$ cat config.mk
export PLATFORM = sky130hd
export DESIGN_NAME = credit_link_arbiter_flat
export DESIGN_NICKNAME = d
export VERILOG_FILES = /design/src/rtl/credit_pkg.sv /design/src/rtl/credit_link_arbiter_if.sv /design/src/rtl/rr_arbiter.sv /design/src/rtl/credit_link_arbiter.sv /design/src/flat_wrapper.sv
export SDC_FILE = /design/constraint.sdc
export NUM_CORES = 1
export LEC_CHECK = 0
export CORE_MARGIN = 2
export CORE_UTILIZATION = 32
export CTS_BUF_LIST = sky130_fd_sc_hd__clkbuf_8
export CTS_CLUSTER_DIAMETER = 30
export DETAILED_ROUTE_END_ITERATION = 8
export HOLD_SLACK_MARGIN = 0.05
export PLACE_DENSITY_LB_ADDON = 0.2
export SYNTH_ARGS = -nofsm -noshare
export SYNTH_HDL_FRONTEND = slang
export SYNTH_HIERARCHICAL = 1
export SYNTH_SLANG_ARGS = --single-unit
$ cat constraint.sdc
create_clock -name clock -period 4.27 [get_ports clock]
set_input_delay 0.6405 -clock clock [delete_from_list [all_inputs] [get_ports clock]]
set_output_delay 0.6405 -clock clock [all_outputs]
set_load 0.1 [all_outputs]
$ cat src/rtl/credit_pkg.sv
// credit_pkg
//   Shared types and width helpers for the credit link arbiter slice.
//   Contents:
//     arb_state_e   packet-lock FSM states (used when CREDIT_ARB_LOCK_EN is defined)
//     credit_width  bits needed to hold a credit count of 0..max_credit
//     idx_width     bits needed to hold a requester index (at least 1)
package credit_pkg;

    typedef enum logic {
        ARB_IDLE   = 1'b0,
        ARB_LOCKED = 1'b1
    } arb_state_e;

    function automatic int credit_width(input int max_credit);
        return $clog2(max_credit + 1);
    endfunction

    function automatic int idx_width(input int num_req);
        return (num_req > 1) ? $clog2(num_req) : 1;
    endfunction

endpackage

$ cat src/rtl/credit_link_arbiter_if.sv
// credit_link_arbiter_if
//   Requester-side and link-side signals of the credit link arbiter.
//   Parameters: DATA_WIDTH, NUM_REQ, MAX_CREDIT (must match the arbiter).
//   Signals:
//     i_req_valid        per-requester beat valid
//     i_req_data         requester data, requester r at [r*DATA_WIDTH +: DATA_WIDTH]
//     i_req_last         per-requester end-of-packet (only with CREDIT_ARB_LOCK_EN)
//     o_req_ready        one-hot accept
//     o_data / o_valid   registered link beat
//     i_increment_count  one credit returned by the far end
//     o_credit_count     current credits
//     o_credit_overflow  sticky credit-return overflow flag
//   Modports: master (requesters + far end), slave (arbiter).
//   Macro: CREDIT_ARB_LOCK_EN adds i_req_last.
interface credit_link_arbiter_if
    import credit_pkg::*;
#(
    parameter int DATA_WIDTH = 32,
    parameter int NUM_REQ    = 4,
    parameter int MAX_CREDIT = 8
);
    localparam int CW = credit_width(MAX_CREDIT);

    logic [NUM_REQ-1:0]            i_req_valid;
    logic [NUM_REQ*DATA_WIDTH-1:0] i_req_data;
    logic [NUM_REQ-1:0]            o_req_ready;
    logic [DATA_WIDTH-1:0]         o_data;
    logic                          o_valid;
    logic                          i_increment_count;
    logic [CW-1:0]                 o_credit_count;
    logic                          o_credit_overflow;

`ifdef CREDIT_ARB_LOCK_EN
    logic [NUM_REQ-1:0]            i_req_last;

    modport master (
        output i_req_valid, i_req_data, i_req_last, i_increment_count,
        input  o_req_ready, o_data, o_valid, o_credit_count, o_credit_overflow
    );

    modport slave (
        input  i_req_valid, i_req_data, i_req_last, i_increment_count,
        output o_req_ready, o_data, o_valid, o_credit_count, o_credit_overflow
    );
`else
    modport master (
        output i_req_valid, i_req_data, i_increment_count,
        input  o_req_ready, o_data, o_valid, o_credit_count, o_credit_overflow
    );

    modport slave (
        input  i_req_valid, i_req_data, i_increment_count,
        output o_req_ready, o_data, o_valid, o_credit_count, o_credit_overflow
    );
`endif

endinterface

$ cat src/rtl/rr_arbiter.sv
// rr_arbiter
//   Combinational round-robin picker: grants the first asserted request at or
//   after 'pointer', wrapping around.
//   Ports:
//     req          in   NUM_REQ  request vector
//     pointer      in   IW       highest-priority requester index (< NUM_REQ)
//     grant        out  NUM_REQ  one-hot grant (all zero if no request)
//     grant_idx    out  IW       index of the granted requester
//     grant_valid  out  1        some request was granted
module rr_arbiter
    import credit_pkg::*;
#(
    parameter  int NUM_REQ = 4,
    localparam int IW      = idx_width(NUM_REQ)
) (
    input  logic [NUM_REQ-1:0] req,
    input  logic [IW-1:0]      pointer,
    output logic [NUM_REQ-1:0] grant,
    output logic [IW-1:0]      grant_idx,
    output logic               grant_valid
);

    logic [IW-1:0] cand;

    // Scan NUM_REQ positions starting at the pointer; the wrap is done with a
    // subtract so non-power-of-two NUM_REQ works.
    always_comb begin
        grant       = '0;
        grant_idx   = '0;
        grant_valid = 1'b0;
        cand        = '0;
        for (int k = 0; k < NUM_REQ; k++) begin
            if (int'(pointer) + k >= NUM_REQ) begin
                cand = IW'(int'(pointer) + k - NUM_REQ);
            end else begin
                cand = IW'(int'(pointer) + k);
            end
            if (!grant_valid && req[cand]) begin
                grant[cand] = 1'b1;
                grant_idx   = cand;
                grant_valid = 1'b1;
            end
        end
    end

endmodule

$ cat src/rtl/credit_link_arbiter.sv
// credit_link_arbiter
//   Shares one credit-based link between NUM_REQ requesters. Keeps the link's
//   credit counter, round-robin arbitrates, and issues at most one registered
//   beat per cycle while credit > 0.
//   Ports:
//     clock   in  posedge clock
//     resetn  in  asynchronous active-low reset
//     link    credit_link_arbiter_if.slave (requester handshake, link beat,
//             credit return, credit count, overflow flag)
//   Macro: CREDIT_ARB_LOCK_EN enables packet locking via i_req_last
//   (IDLE/LOCKED FSM); without it every beat is re-arbitrated.
module credit_link_arbiter
    import credit_pkg::*;
#(
    parameter int DATA_WIDTH = 32,
    parameter int NUM_REQ    = 4,
    parameter int MAX_CREDIT = 8
) (
    input  logic                 clock,
    input  logic                 resetn,
    credit_link_arbiter_if.slave link
);

    localparam int CW = credit_width(MAX_CREDIT);
    localparam int IW = idx_width(NUM_REQ);
    localparam logic [CW-1:0] CREDIT_FULL = CW'(MAX_CREDIT);
    localparam logic [IW-1:0] LAST_REQ    = IW'(NUM_REQ - 1);

    logic [CW-1:0]         credit;
    logic                  overflow;
    logic [IW-1:0]         rr_ptr;
    logic [NUM_REQ-1:0]    lock_mask;
    logic [NUM_REQ-1:0]    arb_req;
    logic [NUM_REQ-1:0]    grant;
    logic [IW-1:0]         grant_idx;
    logic                  grant_valid;
    logic                  transfer;
    logic                  ptr_advance;
    logic [IW-1:0]         ptr_after_grant;
    logic [DATA_WIDTH-1:0] grant_data;

`ifdef CREDIT_ARB_LOCK_EN
    arb_state_e    state, state_next;
    logic [IW-1:0] lock_idx, lock_idx_next;

    always_ff @(posedge clock or negedge resetn) begin
        if (!resetn) begin
            state    <= ARB_IDLE;
            lock_idx <= '0;
        end else begin
            state    <= state_next;
            lock_idx <= lock_idx_next;
        end
    end

    // The pointer only moves when a packet ends, so after a locked packet the
    // next arbitration starts just past the requester that owned the link.
    always_comb begin
        state_next    = state;
        lock_idx_next = lock_idx;
        lock_mask     = '1;
        ptr_advance   = 1'b0;
        case (state)
            ARB_IDLE: begin
                if (transfer) begin
                    if (link.i_req_last[grant_idx]) begin
                        ptr_advance = 1'b1;
                    end else begin
                        state_next    = ARB_LOCKED;
                        lock_idx_next = grant_idx;
                    end
                end
            end
            ARB_LOCKED: begin
                lock_mask           = '0;
                lock_mask[lock_idx] = 1'b1;
                if (transfer && link.i_req_last[grant_idx]) begin
                    state_next  = ARB_IDLE;
                    ptr_advance = 1'b1;
                end
            end
            default: state_next = ARB_IDLE;
        endcase
    end
`else
    assign lock_mask   = '1;
    assign ptr_advance = transfer;
`endif

    // No request reaches the arbiter at zero credit; a return arriving in the
    // same cycle only becomes usable once it is registered.
    assign arb_req = (credit != '0) ? (link.i_req_valid & lock_mask) : '0;

    rr_arbiter #(
        .NUM_REQ (NUM_REQ)
    ) u_rr_arbiter (
        .req         (arb_req),
        .pointer     (rr_ptr),
        .grant       (grant),
        .grant_idx   (grant_idx),
        .grant_valid (grant_valid)
    );

    // Grants are only given to valid requesters, so a grant is a transfer.
    assign transfer         = grant_valid;
    assign link.o_req_ready = grant;
    assign grant_data       = link.i_req_data[grant_idx*DATA_WIDTH +: DATA_WIDTH];
    assign ptr_after_grant  = (grant_idx == LAST_REQ) ? '0 : grant_idx + 1'b1;

    always_ff @(posedge clock or negedge resetn) begin
        if (!resetn) begin
            link.o_valid <= 1'b0;
            link.o_data  <= '0;
        end else begin
            link.o_valid <= transfer;
            if (transfer) begin
                link.o_data <= grant_data;
            end
        end
    end

    // A send and a return in the same cycle cancel. A return with a full
    // counter means the far end returned more than it was given.
    always_ff @(posedge clock or negedge resetn) begin
        if (!resetn) begin
            credit   <= CREDIT_FULL;
            overflow <= 1'b0;
        end else begin
            case ({transfer, link.i_increment_count})
                2'b10: credit <= credit - 1'b1;
                2'b01: begin
                    if (credit == CREDIT_FULL) begin
                        overflow <= 1'b1;
                    end else begin
                        credit <= credit + 1'b1;
                    end
                end
                default: ;
            endcase
        end
    end

    always_ff @(posedge clock or negedge resetn) begin
        if (!resetn) begin
            rr_ptr <= '0;
        end else if (ptr_advance) begin
            rr_ptr <= ptr_after_grant;
        end
    end

    assign link.o_credit_count    = credit;
    assign link.o_credit_overflow = overflow;

endmodule

$ cat src/flat_wrapper.sv
// flat-port wrapper written by rule: the top's interface ports become plain ports
module credit_link_arbiter_flat import credit_pkg::*;
#(
    parameter int DATA_WIDTH = 32,
    parameter int NUM_REQ    = 4,
    parameter int MAX_CREDIT = 8
)
  (clock, resetn, link_i_req_valid, link_i_req_data, link_i_increment_count, link_o_req_ready, link_o_data, link_o_valid, link_o_credit_count, link_o_credit_overflow);
  credit_link_arbiter_if #(.DATA_WIDTH(DATA_WIDTH), .NUM_REQ(NUM_REQ), .MAX_CREDIT(MAX_CREDIT)) link_i ();
  input  logic clock;
  input  logic resetn;
  input wire logic [$bits(link_i.i_req_valid)-1:0] link_i_req_valid;
  input wire logic [$bits(link_i.i_req_data)-1:0] link_i_req_data;
  input wire logic [$bits(link_i.i_increment_count)-1:0] link_i_increment_count;
  output wire logic [$bits(link_i.o_req_ready)-1:0] link_o_req_ready;
  output wire logic [$bits(link_i.o_data)-1:0] link_o_data;
  output wire logic [$bits(link_i.o_valid)-1:0] link_o_valid;
  output wire logic [$bits(link_i.o_credit_count)-1:0] link_o_credit_count;
  output wire logic [$bits(link_i.o_credit_overflow)-1:0] link_o_credit_overflow;
  assign link_i.i_req_valid = link_i_req_valid;
  assign link_i.i_req_data = link_i_req_data;
  assign link_i.i_increment_count = link_i_increment_count;
  assign link_o_req_ready = link_i.o_req_ready;
  assign link_o_data = link_i.o_data;
  assign link_o_valid = link_i.o_valid;
  assign link_o_credit_count = link_i.o_credit_count;
  assign link_o_credit_overflow = link_i.o_credit_overflow;
  credit_link_arbiter #(.DATA_WIDTH(DATA_WIDTH), .NUM_REQ(NUM_REQ), .MAX_CREDIT(MAX_CREDIT)) u_core (.clock(clock), .resetn(resetn), .link(link_i));
endmodule
# [Word level (Yosys, flattened, before mapping)]
# Index checks and enable logic that the tools add are counted.
[word_totals] regBits=40 latch_bits=0 ram_bits=0 mem_bits_ro=0 memories=0
[classes] addsub=10 mul=0 n_div=0 n_lt_le_gt_ge=12 eq_ne=5 shift=1 mux=36 bitwise=3 n_reduce_logical=14
[ops] operator="$shiftx 128x8->32" count=1
[ops] operator="$mux 4" count=6
[ops] operator="$mux 2" count=9
[ops] operator="$lt 2x3->1 const B" count=4
[ops] operator="$mux 1" count=12
[ops] operator="$or 4x4->4" count=3
[ops] operator="$ge 3x3->1 const B" count=3
[ops] operator="$bmux 1 s2" count=4
[ops] operator="$demux 1 s2" count=4
[ops] operator="$ge 2x1->1 const B" count=4
[ops] operator="$pmux 4 s2" count=1
[ops] operator="$sub 2x1->2 const B" count=4
[ops] operator="$logic_and 1x1->1" count=7
[ops] operator="$add 2x2->3 const B" count=2
[ops] operator="$add 4x1->4 const B" count=1
[ops] operator="$eq 2x2->1 const B" count=2
[ops] operator="$eq 4x4->1 const B" count=1
[ops] operator="$reduce_and 2->1" count=2
[ops] operator="$reduce_bool 4->1" count=1
[ops] operator="$sub 4x1->4 const B" count=1
[ops] operator="$add 2x1->3 const B" count=1
[ops] operator="$ge 2x3->1 const B" count=1
[ops] operator="$logic_not 1->1" count=3
[ops] operator="$add 2x1->2 const B" count=1
[ops] operator="other kinds (3)" count=3

# [Logic depth before layout (Yosys ltp)]
# Gate-level depths: netlist of run 1.
[depth] word_depth=17 mapped_depth=13 mapped_depth_nobuf=11

# [By module]
# Netlist of run 1, hierarchy kept.
[modules_own_cells] module="credit_link_arbiter" instances=1 cells_per_inst=147 area_each_um2=2568.7 seq_area_each_um2=1002.2
[modules_own_cells] module="rr_arbiter" instances=1 cells_per_inst=45 area_each_um2=419.2 seq_area_each_um2=0.0

# [Least setup slack after synthesis of run 1]
# OpenSTA, ideal clock, no wires.
[synth_path] path_kind="flip-flop to output port" startpoint="reg u_core.credit[0] (netlist: u_core/link.o_credit_count[0])" endpoint="out link_o_req_ready[3]" arrival_ns=4.582 required_ns=3.629 path_slack_ns=-0.953 stages_incl_launch_ff=8 n_path_buf=1 cell_sequence="dfrtp_1 nor4_1 nor2b_1 mux4_2 buf_6 and2b_2 a22oi_1 o21ai_0"
[synth_via] elab_chain_cells=14 elab_cells_between_ends=26
[synth_rtl] item="from (decl)" line_no="credit_link_arbiter.sv:29" text="logic [CW-1:0] credit;"
[synth_rtl] item="from (signal assigned)" line_no="credit_link_arbiter.sv:130" text="2'b10: credit <= credit - 1'b1;"
[synth_rtl] item="from (signal assigned)" line_no="credit_link_arbiter.sv:135" text="credit <= credit + 1'b1;"
[synth_rtl] item="$reduce_bool 4->1 (*)" line_no="credit_link_arbiter.sv:92" text="assign arb_req = (credit != '0) ? (link.i_req_valid & lock_mask) : '0;"
[synth_rtl] item="$mux 4 (*)" line_no="credit_link_arbiter.sv:92"
[synth_rtl] item="net u_core.arb_req[2]" line_no="credit_link_arbiter.sv:33" text="logic [NUM_REQ-1:0] arb_req;"
[synth_rtl] item="$bmux 1 s2" line_no="rr_arbiter.sv:38" text="if (!grant_valid && req[cand]) begin"
[synth_rtl] item="$mux 1 (implied by the code)" line_no="rr_arbiter.sv:38"
[synth_rtl] item="$mux 1" line_no="rr_arbiter.sv:38"
[synth_rtl] item="$logic_not 1->1" line_no="rr_arbiter.sv:38"
[synth_rtl] item="$logic_and 1x1->1" line_no="rr_arbiter.sv:38"
[synth_rtl] item="$mux 1" line_no="rr_arbiter.sv:38"
[synth_rtl] item="$logic_not 1->1" line_no="rr_arbiter.sv:38"
[synth_rtl] item="$logic_and 1x1->1" line_no="rr_arbiter.sv:38"
[synth_rtl] item="$mux 1" line_no="rr_arbiter.sv:38"
[synth_rtl] item="$logic_not 1->1" line_no="rr_arbiter.sv:38"
[synth_rtl] item="$logic_and 1x1->1" line_no="rr_arbiter.sv:38"
[synth_rtl] item="$mux 4 (*)" line_no="rr_arbiter.sv:38"
[synth_rtl] item="to (decl)" line_no="flat_wrapper.sv:15" text="output wire logic [$bits(link_i.o_req_ready)-1:0] link_o_req_ready;"
# The timed path passes the listed nets; every way through them passes the cells marked *. The select of a mux whose other input is x is not followed.

# [Worst setup path after layout of run 1]
[layout_path] startpoint="reg u_core.credit[0] (netlist: u_core/link.o_credit_count[0])" endpoint="reg u_core.link.o_data[4]"
[layout_via] elab_chain_cells=15 elab_cells_between_ends=25
[layout_rtl] item="$reduce_bool 4->1 (*)" line_no="credit_link_arbiter.sv:92"
[layout_rtl] item="$mux 4 (*)" line_no="credit_link_arbiter.sv:92"
[layout_rtl] item="net u_core.arb_req[2]" line_no="credit_link_arbiter.sv:33"
[layout_rtl] item="$bmux 1 s2" line_no="rr_arbiter.sv:38"
[layout_rtl] item="$mux 1 (implied by the code)" line_no="rr_arbiter.sv:38"
[layout_rtl] item="$mux 1" line_no="rr_arbiter.sv:38"
[layout_rtl] item="$logic_not 1->1" line_no="rr_arbiter.sv:38"
[layout_rtl] item="$logic_and 1x1->1" line_no="rr_arbiter.sv:38"
[layout_rtl] item="$mux 1" line_no="rr_arbiter.sv:38"
[layout_rtl] item="$logic_not 1->1" line_no="rr_arbiter.sv:38"
[layout_rtl] item="$logic_and 1x1->1" line_no="rr_arbiter.sv:38"
[layout_rtl] item="$mux 1" line_no="rr_arbiter.sv:38"
[layout_rtl] item="$logic_not 1->1" line_no="rr_arbiter.sv:38"
[layout_rtl] item="$logic_and 1x1->1" line_no="rr_arbiter.sv:38"
[layout_rtl] item="$mux 2 (*)" line_no="rr_arbiter.sv:38"
[layout_rtl] item="net u_core.grant_idx[1]" line_no="credit_link_arbiter.sv:35" text="logic [IW-1:0] grant_idx;"
[layout_rtl] item="$shiftx 128x8->32 (*)" line_no="credit_link_arbiter.sv:107" text="assign grant_data = link.i_req_data[grant_idx*DATA_WIDTH +: DATA_WIDTH];"
[layout_rtl] item="to (signal assigned)" line_no="credit_link_arbiter.sv:117" text="link.o_data <= grant_data;"
[layout_rtl] item="to (decl)" line_no="credit_link_arbiter_if.sv:53" text="output o_req_ready, o_data, o_valid, o_credit_count, o_credit_overflow"
# Marks and branches as above.
# A chain may end at the register's enable or synchronous reset.

==> flow_summary.toml, run 1 <==
[status]
status = "complete, no violations"

[final_layout]
layout-drive-gt1-share_pct = 26.1
nFillCells = 802
diodes = 0
area_delta_synth_final_pct = 66.1
nets = 511

[clock_network]
cts_made_buffers = 5
clock_sinks = 40
path_clk_slew_ps = 90
clock_latency_ps = 290
cts_setup_buffers = 0
hold_buffers = 0
htreeDepth = 2
cts_buffer_depth = 2
cts-root-buf = "clkbuf_8"
cts_resized = 0
tritoncts = "done"

[setup_path]
crit_required_ps = 4450
cp_max_fo = 33
max_stage_delay_ps = 810
cp_data_arrival_time_ps = 3980
critPathTopFamily = "multiplexers"
crit_path_end_kind = "register"
cpMaxStageDelayCell = "a32o_2"
crit_type = "register to register"
start_kind = "register"
crit_chain = "nor4_1 > buf_4 > nor2b_1 > mux4_2 > o311ai_0 > a32o_2 > mux4_1 > mux2_2"
worst-path-buf-inv = 1

[global_routing]
grt_max_degree = 41
overflow = 0
grt_pass1_wl_um = 12200
antenna_found_initial = 0
grt_usage_pct = 15.4
grt_pass1_vias = 2505

[placed_design]
gp_congestion = 0.855
port-buffer-count = 176
hpwl_um = 6290
post-place-ws_ps = 326

[run]
maxCapViolCount = 0

[logic_synthesis]
ys_async_sr_fraction_pct = 100
yosys-top-cells-count = "39 x dfrtp_1, 31 x mux4_2, 29 x mux2_4"
synth_flop_cell = "dfrtp_1"
syn_avg_cell_area_um2 = 15.6
synth_area_mm2 = 0.00299
yosys.area.top_type = "dfrtp_1"
syn_nets = 336
yosysWarnings = 6
synth_cell_type_count = 36
syn_inst = 192
synth_top_area_share_pct = 32.7
ys_ff_latch = 40
synth_seq_area_share_pct = 33.5
netlist_top_cells_area = "dfrtp_1 33%, mux4_2 23%, mux2_4 15%"
synth_edf_count = 0
synth.most_common_cell = "dfrtp_1"

[timing]
rsz0062_at_grt = "false"
hold_viol = 0
timing.fmax_mhz = 263
setup_slack_ps = 467
tightestPinTransition_ps = 1010
fin_crit_sh_pct = 89.1
skew_ps = 12.4
relSlewSlack_pct = 32.6
setup_viol = 0
setup_tns_ps = 0
slew_viol_final = 0
period_minus_slack_ps = 3800

[route]
postRouteAntennaNets = 0
drc_errors = 0
drt_first_pass_iters = 4
routed_wl_um = 7980
vias = 2409
avgRoutedWirePerCell_um = 16.7
drt_iter0_markers = 64
vias_per_cell = 5.03

[die]
die_height_um = 101
start_util_pct = 32.6
num_io_pins = 177
dieWidth_um = 101
coreArea_mm2 = 0.00915
die_area_mm2 = 0.0101
num_rows = 35

[min_path]
hp-class = "primary input to async pin"
[per-layer routing]
metal  vias up  part of all wire [%]  track usage, %
met1      1179                    38            17.5
met5         -                     0               0
met4         0                   1.1            4.21
li1       1125                     -               -
met3         6                   8.0            4.37
met2        99                    53            27.9
[state kept, by name, indices dropped and copies added (netlist names)]
name / flops
u_core/link.o_credit_count: 4
u_core/link.o_credit_overflow: 1
u_core/link.o_data: 32
u_core/link.o_valid: 1
u_core/rr_ptr: 2
[logic make-up after synthesis]
| family | share of synthesized area [%] |
|---|---|
| AND/OR/NAND/NOR | 4.02 |
| XOR/XNOR | 0.586 |
| multiplexers | 46.0 |
| adder cells (fa/ha/maj) | 4.02 |
| AO/OA/AOI/OAI | 6.62 |
| buffers and inverters | 5.19 |
| flip-flops | 33.5 |
[placed cells by master (no fill, tap or decap), types with 2 or more instances in the layout]
cell type / n
xor2_1: 2
buf_12: 4
nor3_1: 2
mux2_2: 8
mux2_4: 29
dfrtp_1: 39
nor2b_1: 5
a211oi_1: 2
a21o_1: 2
a21oi_1: 2
nor4_1: 2
clkdlybuf4s50_1: 171
clkbuf_8: 6
o21ai_2: 4
inv_1: 7
mux4_1: 5
mux2i_1: 2
a22oi_1: 8
nor2_1: 2
ha_1: 8
nand2_1: 2
o21ai_0: 2
buf_4: 6
mux4_2: 31
[through the flow]
stage,instance area (um2),instances,utilization (%),hold slack (ps)
2_1_floorplan,3000,192,-,345
4_1_cts,4960,479,54.2,506
3_5_place_dp,4870,471,53.2,488
3_3_place_gp,4870,471,53.2,483
5_1_grt,4960,479,54.2,529
6_report,4960,479,54.2,463
[cell type report]
type	instances	area, um2	share of cell area [%]
flip-flops and latches	40	1000	20.2
clock buffers	6	82.6	1.66
clock inverters	2	11.3	0.227
inverters	6	22.5	0.454
repair buffers	182	1840	37.1
well taps	111	139	2.80
multi-input cells	132	1860	37.5
[path summary, 6_finish.rpt]
check / to / slack [ps] / cells past startpoint / from
worst min-delay path: u_core/link.o_data[29] / 460 / 1 / resetn
worst min register to register: u_core/link.o_credit_overflow / 500 / 1 / u_core/link.o_credit_overflow
min in group clock: u_core/link.o_credit_overflow / 500 / 1 / u_core/link.o_credit_overflow
worst max-delay path: u_core/link.o_data[4] / 470 / 8 / u_core/link.o_credit_count[0]
max in group asynchronous: u_core/rr_ptr[1] / 3220 / 1 / resetn
worst max register to register: u_core/link.o_data[4] / 470 / 8 / u_core/link.o_credit_count[0]
[worst register-to-register path, stage by stage (launching register included)]
cell      delay (ps)
dfrtp_1          460
nor4_1           370
buf_4            200
nor2b_1           80
mux4_2           610
o311ai_0         420
a32o_2           810
mux4_1           470
mux2_2           280
Power of run 1 is left out: the tool's default activity adds up to more than one toggle a clock period on the data nets, which glitch-free logic cannot reach.
==> inputs of run 2 (changes only) <==
--- a/config.mk
+++ b/config.mk
@@ -11,7 +11,7 @@
 export CTS_CLUSTER_DIAMETER = 30
 export DETAILED_ROUTE_END_ITERATION = 8
 export HOLD_SLACK_MARGIN = 0.05
-export PLACE_DENSITY_LB_ADDON = 0.2
+export PLACE_DENSITY = 0.75
 export SYNTH_ARGS = -nofsm -noshare
 export SYNTH_HDL_FRONTEND = slang
 export SYNTH_HIERARCHICAL = 1
==> flow_summary.toml, run 2 (synthesis results as in run 1) <==
[status]
status = "complete, no violations"

[timing]
skew_ps = 4.07
slew_viol_final = 0
relSlewSlack_pct = 32.7
hold_viol = 0
timing.fmax_mhz = 260
setup_viol = 0
period_minus_slack_ps = 3850
fin_crit_sh_pct = 90.1
tightestPinTransition_ps = 1010
setup_tns_ps = 0
rsz0062_at_grt = "false"

[route]
postRouteAntennaNets = 0
vias = 2475
routed_wl_um = 8410
drc_errors = 0
vias_per_cell = 5.17
avgRoutedWirePerCell_um = 17.5
drt_iter0_markers = 35
drt_first_pass_iters = 4

[setup_path]
max_stage_delay_ps = 840
start_kind = "register"
cpMaxStageDelayCell = "a32o_2"
crit_type = "register to register"
reg2regPathDepth = 8
cp_data_arrival_time_ps = 4020
cp_max_fo = 33
crit_chain = "nor4_1 > buf_4 > nor2b_1 > mux4_2 > o311ai_0 > a32o_2 > mux4_2 > mux2_4"
crit_required_ps = 4440
crit_path_frequent_cell = "mux4_2"
crit_path_end_kind = "register"

[final_layout]
final_common_cell = "clkdlybuf4s50_1"
layout_common_cells = "171 x clkdlybuf4s50_1, 39 x dfrtp_1, 31 x mux4_2"
layout-drive-gt1-share_pct = 26.1
max_flop_register = "u_core/link.o_data"
register_area_mm2 = 0.00100
nets = 511
stdcell_count = 479
area_delta_synth_final_pct = 66.1
nFillCells = 794
multi_input_area_mm2 = 0.00186
largest_reg_flops = 32
fin_util_pct = 54.2
diodes = 0

[placed_design]
dp.cells = 471
gp_congestion = 0.732
port-buffer-count = 176
hpwl_um = 6730

[clock_network]
htreeDepth = 2
path_clk_slew_ps = 80
clock_sinks = 40
tritoncts = "done"
hold_buffers = 0
clock_latency_ps = 280
cts-root-buf = "clkbuf_8"
cts_buffer_depth = 2
cts_setup_buffers = 0
cts_made_buffers = 5
cts_resized = 0

[global_routing]
grt_pass1_wl_um = 13100
grt_usage_pct = 16.4
grt_max_degree = 41
grt_pass1_vias = 2658
overflow = 0
antenna_found_initial = 0

[die]
num_io_pins = 177
num_rows = 35
die_height_um = 101
dieWidth_um = 101
coreArea_mm2 = 0.00915
start_util_pct = 32.6
die_area_mm2 = 0.0101

[min_path]
holdPathStages = 1
hp-class = "register to register"

[run]
maxCapViolCount = 0
-- run 2: cell counts in the layout (fill, tap and decap cells not counted) --
Identical to the previous run, type by type.
-- run 2: worst paths after layout --
kind,end,slack (ps),startpoint
setup reg to reg,u_core/link.o_data[14],420,u_core/link.o_credit_count[0]
max in group asynchronous,u_core/link.o_data[23],3230,resetn
min in group asynchronous,u_core/link.o_credit_count[1],480,resetn
setup / recovery,u_core/link.o_data[14],420,u_core/link.o_credit_count[0]
hold / removal,u_core/link.o_credit_overflow,470,u_core/link.o_credit_overflow
hold reg to reg,u_core/link.o_credit_overflow,470,u_core/link.o_credit_overflow
-- run 2: critical path, delay by kind of cell (launching register included) --
| kind | cells | cell delay (ps) |
|---|---|---|
| flops | 1 | 460 |
| compound gates | 2 | 1290 |
| mux | 3 | 1300 |
| simple gates | 2 | 450 |
| buf+inv | 1 | 200 |
-- run 2: metrics by stage --
stage | hold slack (ps) | instance area [um2] | worst slack (ps)
2_1_floorplan | 345 | 3000 | 328
3_3_place_gp | 453 | 4870 | 466
3_5_place_dp | 458 | 4870 | 347
4_1_cts | 473 | 4960 | 405
5_1_grt | 480 | 4960 | 146
6_report | 469 | 4960 | 423
-- run 2: cell type report --
type	instances	share of cell area [%]
Clock buffer	6	1.66
Clock inverter	2	0.227
Inverter	6	0.454
Multi-Input combinational cell	132	37.5
Sequential cell	40	20.2
Tap cell	111	2.80
Timing Repair Buffer	182	37.1
-- run 2: routing by layer --
metal,vias to the layer above,track usage (%),wire length [um]
met3,8,4.65,659
met5,-,0,0
li1,1132,-,-
met2,117,29.8,4540
met1,1218,19.0,3110
met4,0,3.79,100
Power of run 2 is left out for the same reason.
==> variant, RTL diff (config.mk and constraints of run 1) <==
`DATA_WIDTH` is set to 32 in 3 places; all go to 48.
--- a/src/rtl/credit_link_arbiter_if.sv
+++ b/src/rtl/credit_link_arbiter_if.sv
@@ -15,7 +15,7 @@
 interface credit_link_arbiter_if
     import credit_pkg::*;
 #(
-    parameter int DATA_WIDTH = 32,
+    parameter int DATA_WIDTH = 48,
     parameter int NUM_REQ    = 4,
     parameter int MAX_CREDIT = 8
 );
--- a/src/rtl/credit_link_arbiter.sv
+++ b/src/rtl/credit_link_arbiter.sv
@@ -12,7 +12,7 @@
 module credit_link_arbiter
     import credit_pkg::*;
 #(
-    parameter int DATA_WIDTH = 32,
+    parameter int DATA_WIDTH = 48,
     parameter int NUM_REQ    = 4,
     parameter int MAX_CREDIT = 8
 ) (
--- a/src/flat_wrapper.sv
+++ b/src/flat_wrapper.sv
@@ -1,7 +1,7 @@
 // flat-port wrapper written by rule: the top's interface ports become plain ports
 module credit_link_arbiter_flat import credit_pkg::*;
 #(
-    parameter int DATA_WIDTH = 32,
+    parameter int DATA_WIDTH = 48,
     parameter int NUM_REQ    = 4,
     parameter int MAX_CREDIT = 8
 )
Ports: changed (resized link_i_req_data and link_o_data); port bits go from 177 to 257. No check against the original RTL was run, so the function may have changed too.
==> variant against run 1 <==
First-iteration DRC count rose by 48%; sequential cell count increased by 16; via count rose by 38%; clock skew is 0.0038 ns higher; cell area grew 35%; setup slack worse by 0.032 ns; global-route usage grew 4.7 points; count of clock-buffer cells in the layout decreased by 1; synthesized area rose by 29%; routed wire length grew 58%; sequential share of layout area up 0.70 points; critical path depth up 2; critical endpoint is now u_core/link.o_data[9]; highest routed layer unchanged.
Power is not shown: default switching activity piles up to over one toggle a cycle in this logic, so the estimate is an artifact.
==> variant: results (changes against run 1) <==
Status
  – Outcome: complete, no violations (unchanged)

Final layout
  – Fillers: 984 (was 802)
  – Nets@finish: 708 (was 511)
  – Post-Layout Cell Count: 648 (was 479)
  – Share of cells above drive strength 1: 26.9% (was 26.1%)
  – Storage cell area: 1400 um^2 (was 1000 um^2)

Yosys
  – Mean Syn Cell Area: 15.6 um^2 (about the same)
  – Distinct cells, synth: 38 (was 36)
  – Main area contributors after synthesis: dfrtp_1 36%, mux4_2 29%, mux2_2 13% (was dfrtp_1 33%, mux4_2 23%, mux2_4 15%)
  – Mapped Nets: 454 (was 336)

Worst setup path
  – CP Data Arrival Time: 4.05 ns (was 3.98 ns)
  – Worst path max stage delay: 0.77 ns (was 0.81 ns)
  – CP max FO: 21 (was 33)
  – CP max-delay cell: o31ai_4 (was a32o_2)
  – Reg2Reg Setup Slack: 0.44 ns (was 0.47 ns)

GRT
  – GRT Total Usage: 20.1% (was 15.4%)
  – Largest net degree at the start of global routing: 57 (was 41)
  – First-pass GRT wire length: 19700 um (was 12200 um)
  – Vias in the first global route: 3662 (was 2505)

Route
  – WL per Instance: 19.5 um (was 16.7 um)
  – Via density: 5.14 (was 5.03)
  – Drt first-iter violations: 95 (was 64)

Clock network
  – CTS clock-pin slew for the worst setup and hold paths: 0.11 ns (was 0.09 ns)
  – Clock Latency Late Sink: 0.33 ns (was 0.29 ns)

Placed design
  – IO buf count: 256 (was 176)
  – DP Cell Count: 640 (was 471)
  – GP Congestion: 0.764 (was 0.855)
  – DP Wirelength: 9880 um (was 6290 um)

Timing
  – Relative slew slack: 29.6% (was 32.6%)
  – Part of the cycle the worst path needs: 89.8% (was 89.1%)
  – Layout Skew: 0.0162 ns (was 0.0124 ns)
## variant: changes by cell type after synthesis, sizes merged
| cell | delta |
|---|---|
| mux4 | +16 |
| mux2 | +16 |
| clkbuf | +6 |
| dfrtp | +16 |
## variant: cell families (layout without fill, tap and decap cells)
group | after synthesis | after routing | synth area share [%]
AO/OA/AOI/OAI | 28 | 28 | 5.14
flip-flops | 56 | 56 | 36.4
buffers and inverters | 26 | 281 | 4.19
adder cells (fa/ha/maj) | 9 | 9 | 3.12
XOR/XNOR | 2 | 2 | 0.455
multiplexers | 107 | 107 | 47.5
AND/OR/NAND/NOR | 18 | 18 | 3.12
## variant: layout make-up
cell class	count	area share, %
timing repair buffer	267	40.3
multi-input combinational	164	34.5
sequential	56	20.9
tap	147	2.74
clock buffer	5	1.03
inverter	6	0.336
clock inverter	3	0.186
## variant: metal layers
metal  routed length (um)  GRT usage [%]
met4                  372           8.29
met3                  726           4.57
met2                 6820           35.5
met5                    0              0
met1                 4680           23.5
## variant: worst paths after layout
kind,from,end,depth (start not counted)
worst max-delay path,u_core/link.o_credit_count[0],u_core/link.o_data[9],10
worst min-delay path,resetn,u_core/link.o_data[34],2
worst max register to register,u_core/link.o_credit_count[0],u_core/link.o_data[9],10
worst min register to register,u_core/link.o_data[3],u_core/link.o_data[3],1
max in group asynchronous,resetn,u_core/link.o_data[13],2
min in group clock,u_core/link.o_data[3],u_core/link.o_data[3],1
## variant: through the flow
step           utilization (%)  worst slack [ns]  instance area (um^2)  hold slack (ns)
4_1_cts                   56.6             0.361                  6710            0.477
3_5_place_dp              55.9             0.241                  6630            0.493
5_1_grt                   56.6            0.0737                  6710            0.518
2_1_floorplan                -             0.222                  3860            0.345
3_3_place_gp              55.9             0.245                  6630            0.484
6_report                  56.6             0.435                  6710            0.468
